--- config.mk ---
export PLATFORM = sky130hd
export DESIGN_NAME = exception_trigger_unit
export DESIGN_NICKNAME = d
export VERILOG_FILES = /design/src/rtl/exception_trigger_unit.sv
export SDC_FILE = /design/constraint.sdc
export NUM_CORES = 1
export LEC_CHECK = 0
export CAP_MARGIN = 20
export CORE_MARGIN = 2
export CORE_UTILIZATION = 29
export DETAILED_ROUTE_END_ITERATION = 8
export SLEW_MARGIN = 20
export SYNTH_ARGS = -nofsm -noshare
export SYNTH_HDL_FRONTEND = slang
export SYNTH_SLANG_ARGS = --single-unit
--- constraint.sdc ---
create_clock -name clk -period 4.9 [get_ports clk]
set_input_delay 0.98 -clock clk [delete_from_list [all_inputs] [get_ports clk]]
set_output_delay 0.98 -clock clk [all_outputs]
set_load 0.02 [all_outputs]
--- src/rtl/exception_trigger_unit.sv ---
// Collects exception triggers and alignment faults into a pending vector, then delivers the
// highest-priority unmasked source over a registered valid/ready handshake and blocks until return.
module exception_trigger_unit #(
    parameter int NUM_SRC    = 8,
    parameter int CAUSE_W    = 5,
    parameter int CAUSE_BASE = 0,
    parameter int ADDR_LSB   = 3
) (
    input  logic                       clk,
    input  logic                       reset,
    input  logic                       enable,
    input  logic [NUM_SRC-1:0]         src_trig,
    input  logic [NUM_SRC-1:0]         src_mask,
    input  logic                       align_valid,
    input  logic [ADDR_LSB-1:0]        align_addr,
    input  logic [1:0]                 align_size,
    input  logic [$clog2(NUM_SRC)-1:0] align_src,
    input  logic                       flush,
    input  logic                       exc_return,
    output logic                       exc_valid,
    output logic [CAUSE_W-1:0]         exc_cause,
    input  logic                       exc_ready,
    output logic [NUM_SRC-1:0]         pending,
    output logic                       in_service
);

    localparam int SRC_W = $clog2(NUM_SRC);

    if (NUM_SRC < 2 || (64'(1) << CAUSE_W) < 64'(CAUSE_BASE + NUM_SRC)) begin : g_bad_param
        $error("exception_trigger_unit: NUM_SRC must be >= 2 and every cause code must fit in CAUSE_W");
    end

    typedef enum logic [1:0] {
        IDLE    = 2'd0,
        REQ     = 2'd1,
        SERVICE = 2'd2
    } state_t;

    state_t               state, state_d;
    logic [NUM_SRC-1:0]   pending_d;
    logic                 valid_d;
    logic [CAUSE_W-1:0]   cause_d;
    logic [SRC_W-1:0]     cur_src, cur_src_d;
    logic                 svc_d;

    logic                 mis;
    logic                 low_bad;
    logic [NUM_SRC-1:0]   set_vec;
    logic [NUM_SRC-1:0]   clr_vec;
    logic [NUM_SRC-1:0]   eligible;
    logic [SRC_W-1:0]     sel;
    logic [CAUSE_W-1:0]   cause_sel;
    logic                 handshake;

    // Only address bits below the access size must be zero; size 0 can never fault.
    always_comb begin
        low_bad = 1'b0;
        for (int i = 0; i < ADDR_LSB; i++) begin
            if (align_addr[i] && (i < int'(align_size)))
                low_bad = 1'b1;
        end
        mis = align_valid & ((int'(align_size) > ADDR_LSB) | low_bad);
    end

    always_comb begin
        for (int i = 0; i < NUM_SRC; i++)
            set_vec[i] = src_trig[i] | (mis && (int'(align_src) == i));
    end

    assign eligible = pending & (src_mask | NUM_SRC'(1));

    always_comb begin
        sel = '0;
        for (int i = NUM_SRC - 1; i >= 0; i--) begin
            if (eligible[i])
                sel = SRC_W'(i);
        end
    end

    assign cause_sel = CAUSE_W'(CAUSE_BASE + int'(sel));
    assign handshake = exc_valid & exc_ready;
    // The source cleared on acceptance is the one actually presented, not the current winner.
    assign clr_vec   = handshake ? (NUM_SRC'(1) << cur_src) : '0;

    always_comb begin
        state_d   = state;
        valid_d   = exc_valid;
        cause_d   = exc_cause;
        cur_src_d = cur_src;
        svc_d     = in_service;
        pending_d = flush ? '0 : ((pending & ~clr_vec) | set_vec);

        case (state)
            IDLE: begin
                if ((|eligible) && !flush) begin
                    state_d   = REQ;
                    valid_d   = 1'b1;
                    cause_d   = cause_sel;
                    cur_src_d = sel;
                end
            end
            REQ: begin
                if (handshake) begin
                    state_d = SERVICE;
                    valid_d = 1'b0;
                    svc_d   = 1'b1;
                end else if (flush || !(|eligible)) begin
                    state_d = IDLE;
                    valid_d = 1'b0;
                    svc_d   = 1'b0;
                end else begin
                    cause_d   = cause_sel;
                    cur_src_d = sel;
                end
            end
            SERVICE: begin
                if (exc_return) begin
                    state_d = IDLE;
                    svc_d   = 1'b0;
                end else if (pending[0] && !flush) begin
                    // Nested non-maskable exception; the handler is still active.
                    state_d   = REQ;
                    valid_d   = 1'b1;
                    cause_d   = CAUSE_W'(CAUSE_BASE);
                    cur_src_d = '0;
                end
            end
            default: begin
                state_d = IDLE;
                valid_d = 1'b0;
                svc_d   = 1'b0;
            end
        endcase
    end

    always_ff @(posedge clk or posedge reset) begin
        if (reset) begin
            state      <= IDLE;
            pending    <= '0;
            exc_valid  <= 1'b0;
            exc_cause  <= '0;
            cur_src    <= '0;
            in_service <= 1'b0;
        end else if (enable) begin
            state      <= state_d;
            pending    <= pending_d;
            exc_valid  <= valid_d;
            exc_cause  <= cause_d;
            cur_src    <= cur_src_d;
            in_service <= svc_d;
        end
    end

endmodule

* Yosys cells after proc, flatten, opt, wreduce, memory -nomap -nowiden
Index checks and enable logic that the tools add are counted.
Word-level totals: register bits 20, bits in read-only memories 0, output and inout port bits 15, memories kept 0, bits in latches 0, input port bits 31, logic and storage cells 106, bits in writable memories 0
Cells by class: shift-type cells 1, reductions and logical operators 24, bitwise operators 15, multipliers 0, add/sub/neg operators 0, equality and inequality tests 17, order comparisons 3, divide/modulo/power cells 0, mux-type cells 40
Operators with widths (count):
- $mux W3 | 13
- $mux W5 | 5
- $and A8 B8 Y8 | 2
- $mux W8 | 2
- $pmux W5 S3 | 1
- $logic_and A1 B1 Y1 | 13
- $eq A3 B3 Y1 const B | 4
- $ne A2 B2 Y1 const B | 6
- $mux W1 | 10
- $mux W2 | 5
- $pmux W3 S3 | 1
- $not A8 Y8 | 1
- $or A1 B1 Y1 | 8
- $or A8 B8 Y8 | 1
- $reduce_and A4 Y1 | 2
- $reduce_or A8 Y1 | 1
- $shl A1 B3 Y8 const A | 1
- $reduce_and A7 Y1 | 1
- $eq A3 B2 Y1 const B | 2
- $ne A3 B3 Y1 const B | 2
- $pmux W1 S3 | 2
- $pmux W2 S3 | 1
- $reduce_and A5 Y1 | 1
- $lt A1 B2 Y1 const A | 2
- 11 further kinds | 13

* Depth between registers and ports, before layout
depth after elaboration 12, depth in mapped cells 6, mapped depth without buffers 4

* Worst setup path before layout
Ideal clock, no wire load.
path kind input -> register, start point input port src_mask[5], end point register exc_cause[2], data required time 4.775 ns, arrival time 2.215 ns, setup slack 2.560 ns, stages on the path 4, buffers on the path 0, setup time 0.125 ns, cell sequence a22o_1 o41a_1 a31oi_4 mux2_4
On the way: longest elaborated chain between the ends 10, elaborated cells on any way between the ends 18, those cells by class eq/ne (2); mux (10); bitwise (1); reduce/logical (5)
RTL lines:
- from (decl) | RTL line 13 | input logic [NUM_SRC-1:0] src_mask,
- $and A8 B8 Y8 * | RTL line 70 | assign eligible = pending & (src_mask | NUM_SRC'(1));
- $mux W3 (6 in series) | RTL line 75 | if (eligible[i])
- $mux W5 | RTL line 107 | end else if (flush || !(|eligible)) begin
- $mux W5 | RTL line 103 | if (handshake) begin
- $pmux W5 S3 | RTL line 93 | case (state)
- to (signal assigned) | RTL line 148 | exc_cause <= cause_d;
- to (decl) | RTL line 21 | output logic [CAUSE_W-1:0] exc_cause,
Every way passes the cells marked *; elsewhere a longest branch is shown, timed or not. The select of a mux whose other input is x is not followed. A chain may end at the register's enable or synchronous reset.

==> qor.yml <==
synth_area_per_cell_um2: 8.29
coreArea_um2: 3390
synth-seq-cells: 15
status: "complete, no violations"
num_rows: 21
port_buffers: 42
cts_hold_buf: 0
netlist_area_um2: 1040
crit_fanout: 10
maxCapViolCount: 0
rsz0062_at_grt: "false"
ant_nets: 0
clkSinkCount: 15
finalClockSkew_ns: 0.0127
yosysUniqueCellTypes: 35
htreeDepth: 1
syn_inst: 126
die-height_um: 64.0
drtIter0Drc: 46
diodes: 0
clk_path_buf_depth: 2
dieArea_um2: 4100
grt_antenna_before_repair: 0
fmax_mhz: 383
avgViaCountPerCell: 5.31
grt_pass1_vias: 1084
rr_endpoint: "exc_cause[2]"
power_mw: 0.535
leakagePower_nw: 0.617
drive_gt1_share_pct: 4.19
nNetsFinal: 199
powerDensity_nw_per_um2: 351
netlist.area_leader.share_pct: 35.9
clk_pin_slew_ns: 0.10
min_period_ns: 2.61
holdCritPathClass: "register to register"
cts_tree: "done"
yosysWarnings: 0
worstSetupEndpointType: "register"
reg2reg_from: "pending[5]"
min_from: "in_service"
ir_drop_mv: 0.0770
drc_errors: 0
globalplace.congestion: 0.850
slew_violations: 0
cts_made_buffers: 3
synth_top_cell_by_area: "dfrtp_1"
tightest_slew_ns: 0.672
gr-total-overflow: 0
dr_wl_met3_um: 206
route.met2.wl_um: 1450
ios: 46
worstSetupPathType: "primary input to register"
min_to: "in_service"
ys_seq_area_share_pct: 35.9
crit_required_ns: 5.11
synthTopCellsByArea: "dfrtp_1 (36%), o21ai_0 (7.2%), nand2_1 (5.4%)"
setup_viol: 0
clock_latency_ns: 0.29
finalSetupTns_ns: 0
finalHoldViolations: 0
cts_resized: 0
cts_setup_buffers: 0
wire_per_inst_um: 13.7
firstDrtPassIters: 4
groute.usage.overall_pct: 15.1
wl_met1_um: 1250
area_growth_pct: 45.7
r2r_slack_ns: 3.03
highest_layer: "met4"
num_vias: 1132
grt_max_degree: 16
start_util_pct: 30.8
startpoint_type: "primary input"
dp_hpwl_um: 2360
relSlewSlack_pct: 55.1
reg2regPathDepth: 4
fin_crit_sh_pct: 53.3
cts-root-buf: "clkbuf_4"
arrival_ns: 2.83
grt_first_pass_wirelength_um: 4870
die_x_um: 64.0
routed_wl_um: 2920
holdPathStages: 2
-- cells in the mapped netlist --
cell type	n
dfrtp_1	15
nand2_1	15
o21ai_0	15
nand3_1	11
a21oi_1	8
nor2b_1	5
inv_1	4
nand4_1	4
nand4b_1	4
a22o_1	3
a31oi_1	3
clkbuf_1	3
nor2_1	3
o211ai_1	3
a21boi_0	2
a22oi_1	2
a32o_1	2
and3_1	2
and3b_1	2
buf_4	2
nand2b_1	2
o41ai_1	2
or3_1	2
a211oi_1	1
a21o_1	1
a31oi_4	1
clkbuf_2	1
conb_1	1
mux2_4	1
nand3b_1	1
nor3_1	1
nor3_2	1
o211a_1	1
o21ai_1	1
o41a_1	1
-- cell families after synthesis --
logic type      share of synthesized area, %
compound gates                          29.9
other cells                            0.359
buf+inv                                 4.43
mux                                     1.44
simple gates                            27.9
flops                                   35.9
-- how the worst max path moves through the flow --
stage                 from            to  slack (ns)  cells after the start
2_1_floorplan  src_mask[5]  exc_cause[2]        2.56                      4
3_3_place_gp   src_mask[7]  exc_cause[2]        2.02                      5
3_5_place_dp        enable    pending[5]        1.97                      5
4_1_cts             enable    pending[5]        2.27                      5
5_1_grt             enable    pending[5]        2.14                      5
6_report            enable    pending[5]        2.29                      5
-- metrics by stage --
| step | area, um2 | hold WS [ns] | cells | utilization, % | worst slack, ns |
|---|---|---|---|---|---|
| finish | 1520 | 0.571 | 213 | 44.9 | 2.29 |
| global route | 1520 | 0.620 | 213 | 44.9 | 2.14 |
| CTS | 1520 | 0.579 | 213 | 44.9 | 2.27 |
| detailed placement | 1500 | 0.555 | 209 | 44.1 | 1.97 |
| global placement | 1500 | 0.537 | 209 | 44.1 | 2.02 |
| floorplan | 1050 | 0.508 | 127 | - | 2.56 |
-- routing by layer --
metal | GRT usage (%) | vias up
met1 | 18.6 | 527
met2 | 25.8 | 45
met4 | 5.43 | 0
met5 | 0 | -
li1 | - | 558
met3 | 3.35 | 2
-- critical path: stages --
cell and delay (ns):
clkdlybuf4s50_1 0.66, nor2b_1 0.61, and3b_1 0.34, nand4_1 0.12, nand3_1 0.12
-- cells in the final DEF, fill, tap and decap left out, drive strengths merged --
master	Yosys	routed
clkdlybuf4s50	0	42
o21ai	16	16
a21boi	2	2
o41ai	2	2
or3	2	2
o41a	1	1
nor3	2	2
o211ai	3	3
clkbuf	4	3
nand2	15	15
conb	1	2
a22oi	2	2
a21oi	8	8
dfrtp	15	15
a22o	3	3
a211oi	1	1
mux2	1	1
a21o	1	1
nand4b	4	4
nand3b	1	1
a32o	2	2
a31oi	4	4
inv	4	4
and3b	2	2
o211a	1	1
clkinv	0	1
nand4	4	4
nand2b	2	2
nand3	11	11
nor2b	5	5
and3	2	2
nor2	3	3
-- report_power, final --
part	switching, mW	total, mW	internal (mW)	leakage (nW)
clock	0.0412	0.0715	0.0303	0.0177
combinational	0.121	0.250	0.129	0.414
sequential	0.0559	0.214	0.158	0.185
total	0.218	0.535	0.317	0.617
-- final cells by class --
class,instances,area [um2]
Clock buffer,3,22.5
Clock inverter,1,5.00
Fill cell,347,1870
Inverter,4,15.0
Multi-Input combinational cell,102,627
Sequential cell,15,375
Tap cell,46,57.6
Timing Repair Buffer,42,420
-- state kept, by name (all words and copies together), names as in the netlist --
register and flops:
exc_cause 3, exc_valid 1, in_service 1, pending 8
state 2
Note: power is estimated with default switching activity, not from simulation.
